File: config.mk
export PLATFORM = sky130hd
export DESIGN_NAME = fp_mul_seq
export DESIGN_NICKNAME = d
export VERILOG_FILES = /design/src/rtl/fp_mul_seq.sv
export SDC_FILE = /design/constraint.sdc
export NUM_CORES = 1
export LEC_CHECK = 0
export ABC_AREA = 1
export CAP_MARGIN = 20
export CORE_MARGIN = 3
export CORE_UTILIZATION = 35
export DETAILED_ROUTE_END_ITERATION = 6
export PLACE_DENSITY = 0.62
export REMOVE_ABC_BUFFERS = 1
export SLEW_MARGIN = 20
export SYNTH_ARGS = -nofsm -noshare
export SYNTH_HDL_FRONTEND = slang
export SYNTH_SLANG_ARGS = --single-unit
File: constraint.sdc
create_clock -name clk -period 3.4 [get_ports clk]
set_clock_uncertainty 0.15 [all_clocks]
set_input_delay 0.34 -clock clk [delete_from_list [all_inputs] [get_ports clk]]
set_output_delay 0.34 -clock clk [all_outputs]
set_load 0.05 [all_outputs]
File: src/rtl/fp_mul_seq.sv
// fp_mul_seq: sequential floating-point multiplier with valid/ready handshakes.
// Significands are multiplied one bit per cycle. The product is then
// normalised and rounded to nearest-even. Subnormal inputs and outputs are
// flushed to zero.
module fp_mul_seq #(
    parameter int EXP_W = 8,
    parameter int MAN_W = 23,
    parameter int BIAS  = (1 << (EXP_W - 1)) - 1
) (
    input  logic                     clk,
    input  logic                     rst_n,
    input  logic                     in_valid,
    output logic                     in_ready,
    input  logic [EXP_W+MAN_W:0]     a,
    input  logic [EXP_W+MAN_W:0]     b,
    output logic                     out_valid,
    input  logic                     out_ready,
    output logic [EXP_W+MAN_W:0]     result,
    output logic                     overflow,
    output logic                     underflow,
    output logic                     invalid,
    output logic                     inexact
);
    localparam int W  = EXP_W + MAN_W + 1;
    localparam int P  = MAN_W + 1;
    localparam int CW = (P > 1) ? $clog2(P) : 1;
    localparam int EW = EXP_W + 2;
    localparam logic [EW-1:0] EMAX = EW'((1 << EXP_W) - 1);
    localparam logic [W-1:0] QNAN  = {1'b0, {EXP_W{1'b1}}, 1'b1, {(MAN_W-1){1'b0}}};

    typedef enum logic [1:0] {IDLE, MUL, NORM, DONE} state_t;

    state_t            state_q;
    logic              sign_q;
    logic [EXP_W-1:0]  ea_q, eb_q;
    logic [P-1:0]      mcand_q, mpl_q;
    logic [2*P-1:0]    acc_q;
    logic [CW-1:0]     cnt_q;
    logic [W-1:0]      result_q;
    logic              out_valid_q, ovf_q, unf_q, inv_q, inx_q;

    // Operand classification, looked at only on the accept edge.
    logic [EXP_W-1:0] ea_in, eb_in;
    logic [MAN_W-1:0] ma_in, mb_in;
    logic a_zero, b_zero, a_inf, b_inf, a_nan, b_nan, sign_in;
    always_comb begin
        ea_in   = a[W-2:MAN_W];
        eb_in   = b[W-2:MAN_W];
        ma_in   = a[MAN_W-1:0];
        mb_in   = b[MAN_W-1:0];
        sign_in = a[W-1] ^ b[W-1];
        a_zero  = (ea_in == '0);
        b_zero  = (eb_in == '0);
        a_inf   = (&ea_in) && (ma_in == '0);
        b_inf   = (&eb_in) && (mb_in == '0);
        a_nan   = (&ea_in) && (ma_in != '0);
        b_nan   = (&eb_in) && (mb_in != '0);
    end

    // One shift-add step: add the multiplicand to the upper half if the
    // current multiplier bit is set, then shift the whole accumulator right.
    logic [P:0]     sum_d;
    logic [2*P-1:0] acc_d;
    always_comb begin
        sum_d = {1'b0, acc_q[2*P-1:P]} + (mpl_q[0] ? {1'b0, mcand_q} : {(P+1){1'b0}});
        acc_d = {sum_d, acc_q[P-1:1]};
    end

    // Normalise, round to nearest-even and form the biased exponent.
    logic              norm, g_bit, s_bit, rup, carry, ovf_d, unf_d;
    logic [2*P-2:0]    sh;
    logic [MAN_W-1:0]  kept;
    logic [MAN_W:0]    man_r;
    logic [EW-1:0]     exp_d;
    always_comb begin
        norm  = acc_q[2*P-1];
        sh    = norm ? acc_q[2*P-2:0] : {acc_q[2*P-3:0], 1'b0};
        kept  = sh[2*P-2:P];
        g_bit = sh[P-1];
        s_bit = |sh[P-2:0];
        rup   = g_bit & (s_bit | kept[0]);
        man_r = {1'b0, kept} + (MAN_W+1)'(rup);
        carry = man_r[MAN_W];
        exp_d = EW'(ea_q) + EW'(eb_q) - EW'(BIAS) + EW'(norm) + EW'(carry);
        ovf_d = !exp_d[EW-1] && (exp_d >= EMAX);
        unf_d = exp_d[EW-1] || (exp_d == '0);
    end

    // Control FSM with registered result and flags.
    always_ff @(posedge clk) begin
        if (!rst_n) begin
            state_q     <= IDLE;
            out_valid_q <= 1'b0;
            result_q    <= '0;
            ovf_q       <= 1'b0;
            unf_q       <= 1'b0;
            inv_q       <= 1'b0;
            inx_q       <= 1'b0;
            sign_q      <= 1'b0;
            ea_q        <= '0;
            eb_q        <= '0;
            mcand_q     <= '0;
            mpl_q       <= '0;
            acc_q       <= '0;
            cnt_q       <= '0;
        end else begin
            case (state_q)
                IDLE: if (in_valid) begin
                    sign_q  <= sign_in;
                    ea_q    <= ea_in;
                    eb_q    <= eb_in;
                    mcand_q <= {1'b1, ma_in};
                    mpl_q   <= {1'b1, mb_in};
                    acc_q   <= '0;
                    cnt_q   <= '0;
                    ovf_q   <= 1'b0;
                    unf_q   <= 1'b0;
                    inv_q   <= 1'b0;
                    inx_q   <= 1'b0;
                    if (a_nan || b_nan) begin
                        result_q    <= QNAN;
                        out_valid_q <= 1'b1;
                        state_q     <= DONE;
                    end else if ((a_zero && b_inf) || (a_inf && b_zero)) begin
                        result_q    <= QNAN;
                        inv_q       <= 1'b1;
                        out_valid_q <= 1'b1;
                        state_q     <= DONE;
                    end else if (a_inf || b_inf) begin
                        result_q    <= {sign_in, {EXP_W{1'b1}}, {MAN_W{1'b0}}};
                        out_valid_q <= 1'b1;
                        state_q     <= DONE;
                    end else if (a_zero || b_zero) begin
                        result_q    <= {sign_in, {(W-1){1'b0}}};
                        out_valid_q <= 1'b1;
                        state_q     <= DONE;
                    end else begin
                        state_q <= MUL;
                    end
                end
                MUL: begin
                    acc_q <= acc_d;
                    mpl_q <= mpl_q >> 1;
                    if (cnt_q == CW'(P - 1)) state_q <= NORM;
                    else                     cnt_q   <= cnt_q + 1'b1;
                end
                NORM: begin
                    if (ovf_d) begin
                        result_q <= {sign_q, {EXP_W{1'b1}}, {MAN_W{1'b0}}};
                        ovf_q    <= 1'b1;
                        inx_q    <= 1'b1;
                    end else if (unf_d) begin
                        result_q <= {sign_q, {(W-1){1'b0}}};
                        unf_q    <= 1'b1;
                        inx_q    <= 1'b1;
                    end else begin
                        result_q <= {sign_q, exp_d[EXP_W-1:0], man_r[MAN_W-1:0]};
                        inx_q    <= g_bit | s_bit;
                    end
                    out_valid_q <= 1'b1;
                    state_q     <= DONE;
                end
                DONE: if (out_ready) begin
                    out_valid_q <= 1'b0;
                    state_q     <= IDLE;
                end
                default: state_q <= IDLE;
            endcase
        end
    end

    assign in_ready  = (state_q == IDLE) && rst_n;
    assign out_valid = out_valid_q;
    assign result    = result_q;
    assign overflow  = ovf_q;
    assign underflow = unf_q;
    assign invalid   = inv_q;
    assign inexact   = inx_q;
endmodule

==> metrics.cfg <==
[placement]
dpl.cell_count=1976
placement.io_buffers=105
hpwl_um=21900
place_congestion=0.913
pre_cts_slack_ns=-0.481
placed_area_um2=11600

[routing]
antenna_left=0
wirelength_um=29800
drt-initial-drc-count=688
routed_via_density=5.01
vias=10300
drc=0
drt-wirelength-per-cell_um=14.5
drt_first_pass_iters=6

[critical_path]
reg2reg_depth=24
regToRegEndpoint=result[11]$_SDFFE_PN0P_
crit_fanout=5
critPathCaptureType=register
rr_startpoint=acc_q[47]$_SDFFE_PN0P_
crit_arrival_ns=3.96
cp-start-kind=register
ff2ff_setup_slack_ns=-0.42
crit_type=register to register
cp.required_ns=3.54

[clock_network]
cts_hold_buf=0
clkLatencyLatePin_ns=0.42
path_clk_slew_ns=0.07
cts.sinks=157
cts_buffers=17
cts_root_buf=clkbuf_16
cts-htree-levels=4
clock_path_buffers=2
cts_tree=done

[timing]
setup-violations-final=34
post-route-period-util_pct=112
tns_ns=-12.74
hold_viol_final=0
slew_headroom_pct=51.9
fmax_mhz=262
slew_viol_final=0
rsz0062_at_grt=true
setup_ws_ns=-0.419
worstMarginPinSlew_ns=0.718
min_period_ns=3.82

[power_and_ir_drop]
p_leak_nw=5.40
finalPower_mw=7.44
p_int_mw=4.47
ir_worst_vdd_mv=0.406
powerDensity_nw_per_um2=581
share_comb_of_total_power_pct=41.4
seqPwrFrac_pct=30.6
swShare_pct=39.9
pwr-share-clk_pct=28.0
switchingPower_mw=2.97

[synth]
synth.distinct_cells=44
async_reset_ff_share_pct=0
ys_ff_latch=157
synthFlopType=dfxtp_1
synth_edf_count=0
yosysSeqAreaShare_pct=33.1
yosysWarningCount=0
syn_area_um2=9490
synthCells=1490
syn_avg_cell_area_um2=6.37

[global_routing]
grt_first_pass_wirelength_um=47900
grt_overflow=0
grt_antenna_before_repair=0
grt_max_degree=107
grt_usage_pct=20.2
grt_pass1_vias=9518

[cells_and_area]
num_antenna_cells=0
nets=1819
area_delta_synth_final_pct=35.0
stdcell_area_um2=12800
fill_cells=2621
drive_gt1_share_pct=15.7
fin_cells=2050

[worst_hold_path]
hold_path_depth=2
min_from=overflow$_SDFFE_PN0P_
hold_end=overflow$_SDFFE_PN0P_
hold_class=register to register

[floorplan]
die-area_um2=29100
initial_utilization_pct=36.0
die_h_um=171
ioPinCount=106
die_w_um=171
row_count=59
coreArea_um2=26400

[run]
maxCapViolations=0

[status]
violations=setup timing
status=finished with violations

## cell usage after synthesis (8+ instances only)
| cell type | number | share of area, % |
|---|---|---|
| a21oi_1 | 146 | 7.7 |
| a31oi_1 | 25 | 1.6 |
| clkbuf_1 | 44 | 1.7 |
| dfxtp_1 | 157 | 33 |
| ha_1 | 46 | 6.1 |
| inv_1 | 135 | 5.3 |
| nand2_1 | 429 | 17 |
| nand3_1 | 62 | 3.3 |
| nand4_1 | 34 | 2.2 |
| nor2_1 | 198 | 7.8 |
| nor2_2 | 16 | 1.1 |
| nor3_1 | 12 | 0.63 |
| o21ai_0 | 95 | 5.0 |
| o21ai_1 | 14 | 0.74 |
| xor2_1 | 8 | 0.74 |
## metal layers
metal | global-route usage [%] | vias to the layer above | wire [µm]
met5 | 0 | - | 0
met3 | 3.07 | 50 | 1210
li1 | - | 5308 | -
met4 | 6.88 | 0 | 793
met2 | 32.4 | 226 | 13600
met1 | 27.7 | 4691 | 14200
## area by class of cell
class / count / area (µm²) / area share (%)
clock inverters: 14 / 199 / 1.55
multi-input cells: 1134 / 5780 / 45.1
well taps: 335 / 419 / 3.27
flip-flops and latches: 157 / 3150 / 24.6
repair buffers: 252 / 2290 / 17.9
inverters: 140 / 533 / 4.16
clock buffers: 18 / 439 / 3.43
## power groups by stage
stage               sequential [mW]  clock [mW]  combinational, mW
finish                         2.27        2.09               3.08
CTS                            2.27        2.13               2.86
global placement               2.31           0               2.70
detailed placement             2.31           0               2.73
floorplan                      2.39           0               1.52
global route                   2.31        2.21               3.41
## metrics by stage
step	util [%]	hold slack (ns)
after floorplan	-	0.283
after global placement	43.9	0.294
after detailed placement	43.9	0.298
after CTS	47.8	0.307
after global routing	48.6	0.324
final	48.6	0.304
## critical path: stages (launching register included)
cell	delay, ns
dfxtp_4	0.37
buf_6	0.13
inv_6	0.04
nand2_2	0.06
o21ai_2	0.06
nor2_2	0.18
nand4_4	0.15
nor2_4	0.14
nand4_1	0.12
nor3_2	0.20
buf_4	0.16
fa_2	0.21
inv_2	0.04
fa_2	0.52
inv_2	0.04
or2_4	0.23
nor2_4	0.08
nand3_2	0.06
nor2_2	0.12
nand3_2	0.11
nand2_4	0.18
clkbuf_16	0.18
nor2_1	0.04
nand4_1	0.07
a21oi_1	0.06
## how the worst max path moves through the flow
stage                              endpoint              startpoint  slack (ns)
floorplan           result[23]$_SDFFE_PN0P_  acc_q[47]$_SDFFE_PN0P_       -1.29
global placement    result[16]$_SDFFE_PN0P_  acc_q[47]$_SDFFE_PN0P_       -0.29
detailed placement   result[5]$_SDFFE_PN0P_  acc_q[47]$_SDFFE_PN0P_       -0.48
CTS                 result[12]$_SDFFE_PN0P_  acc_q[47]$_SDFFE_PN0P_       -0.22
global route         result[9]$_SDFFE_PN0P_  acc_q[47]$_SDFFE_PN0P_       -0.61
finish              result[11]$_SDFFE_PN0P_  acc_q[47]$_SDFFE_PN0P_       -0.42
## flip-flops by register name, summed over array words and instances, names as in the netlist
| name | cells |
|---|---|
| acc_q | 48 |
| result | 32 |
| mcand_q | 24 |
| mpl_q | 24 |
| ea_q | 8 |
| eb_q | 8 |
| cnt_q | 5 |
| state_q | 2 |
| inexact | 1 |
| invalid | 1 |
| out_valid | 1 |
| overflow | 1 |
| sign_q | 1 |
| underflow | 1 |
## what timing repair did
item	4_1_cts	5_1_grt
gates cloned	2	3
resized for setup	43	36
setup endpoints to repair	34	34
setup buffers	32	6
pin swaps	15	27
## cells in the final DEF (no fill, tap or decap), drive strengths merged
master / count
nand3b: 6
o31ai: 1
nor4: 5
nor3b: 1
clkdlybuf4s50: 104
nand3: 63
bufinv: 3
a311oi: 1
a211oi: 2
clkinvlp: 1
nor2: 217
a31oi: 25
a21boi: 1
clkinv: 2
fa: 3
a21oi: 148
or2: 3
ha: 46
nand4: 35
buf: 146
nand2: 430
dfxtp: 157
o21a: 3
and3: 1
inv: 148
o21ai: 113
xnor2: 1
o211ai: 5
xor2: 8
clkbuf: 20
o311ai: 1
o211a: 1
o31a: 2
nor3: 12
## cells by family after synthesis
| logic type | after synthesis | share of synthesized area [%] |
|---|---|---|
| compound gates | 303 | 17.1 |
| flops | 157 | 33.1 |
| fa+ha+maj | 49 | 6.70 |
| xor+xnor | 9 | 0.830 |
| buf+inv | 199 | 8.45 |
| simple gates | 773 | 33.8 |
(Power assumes the default switching activity.)
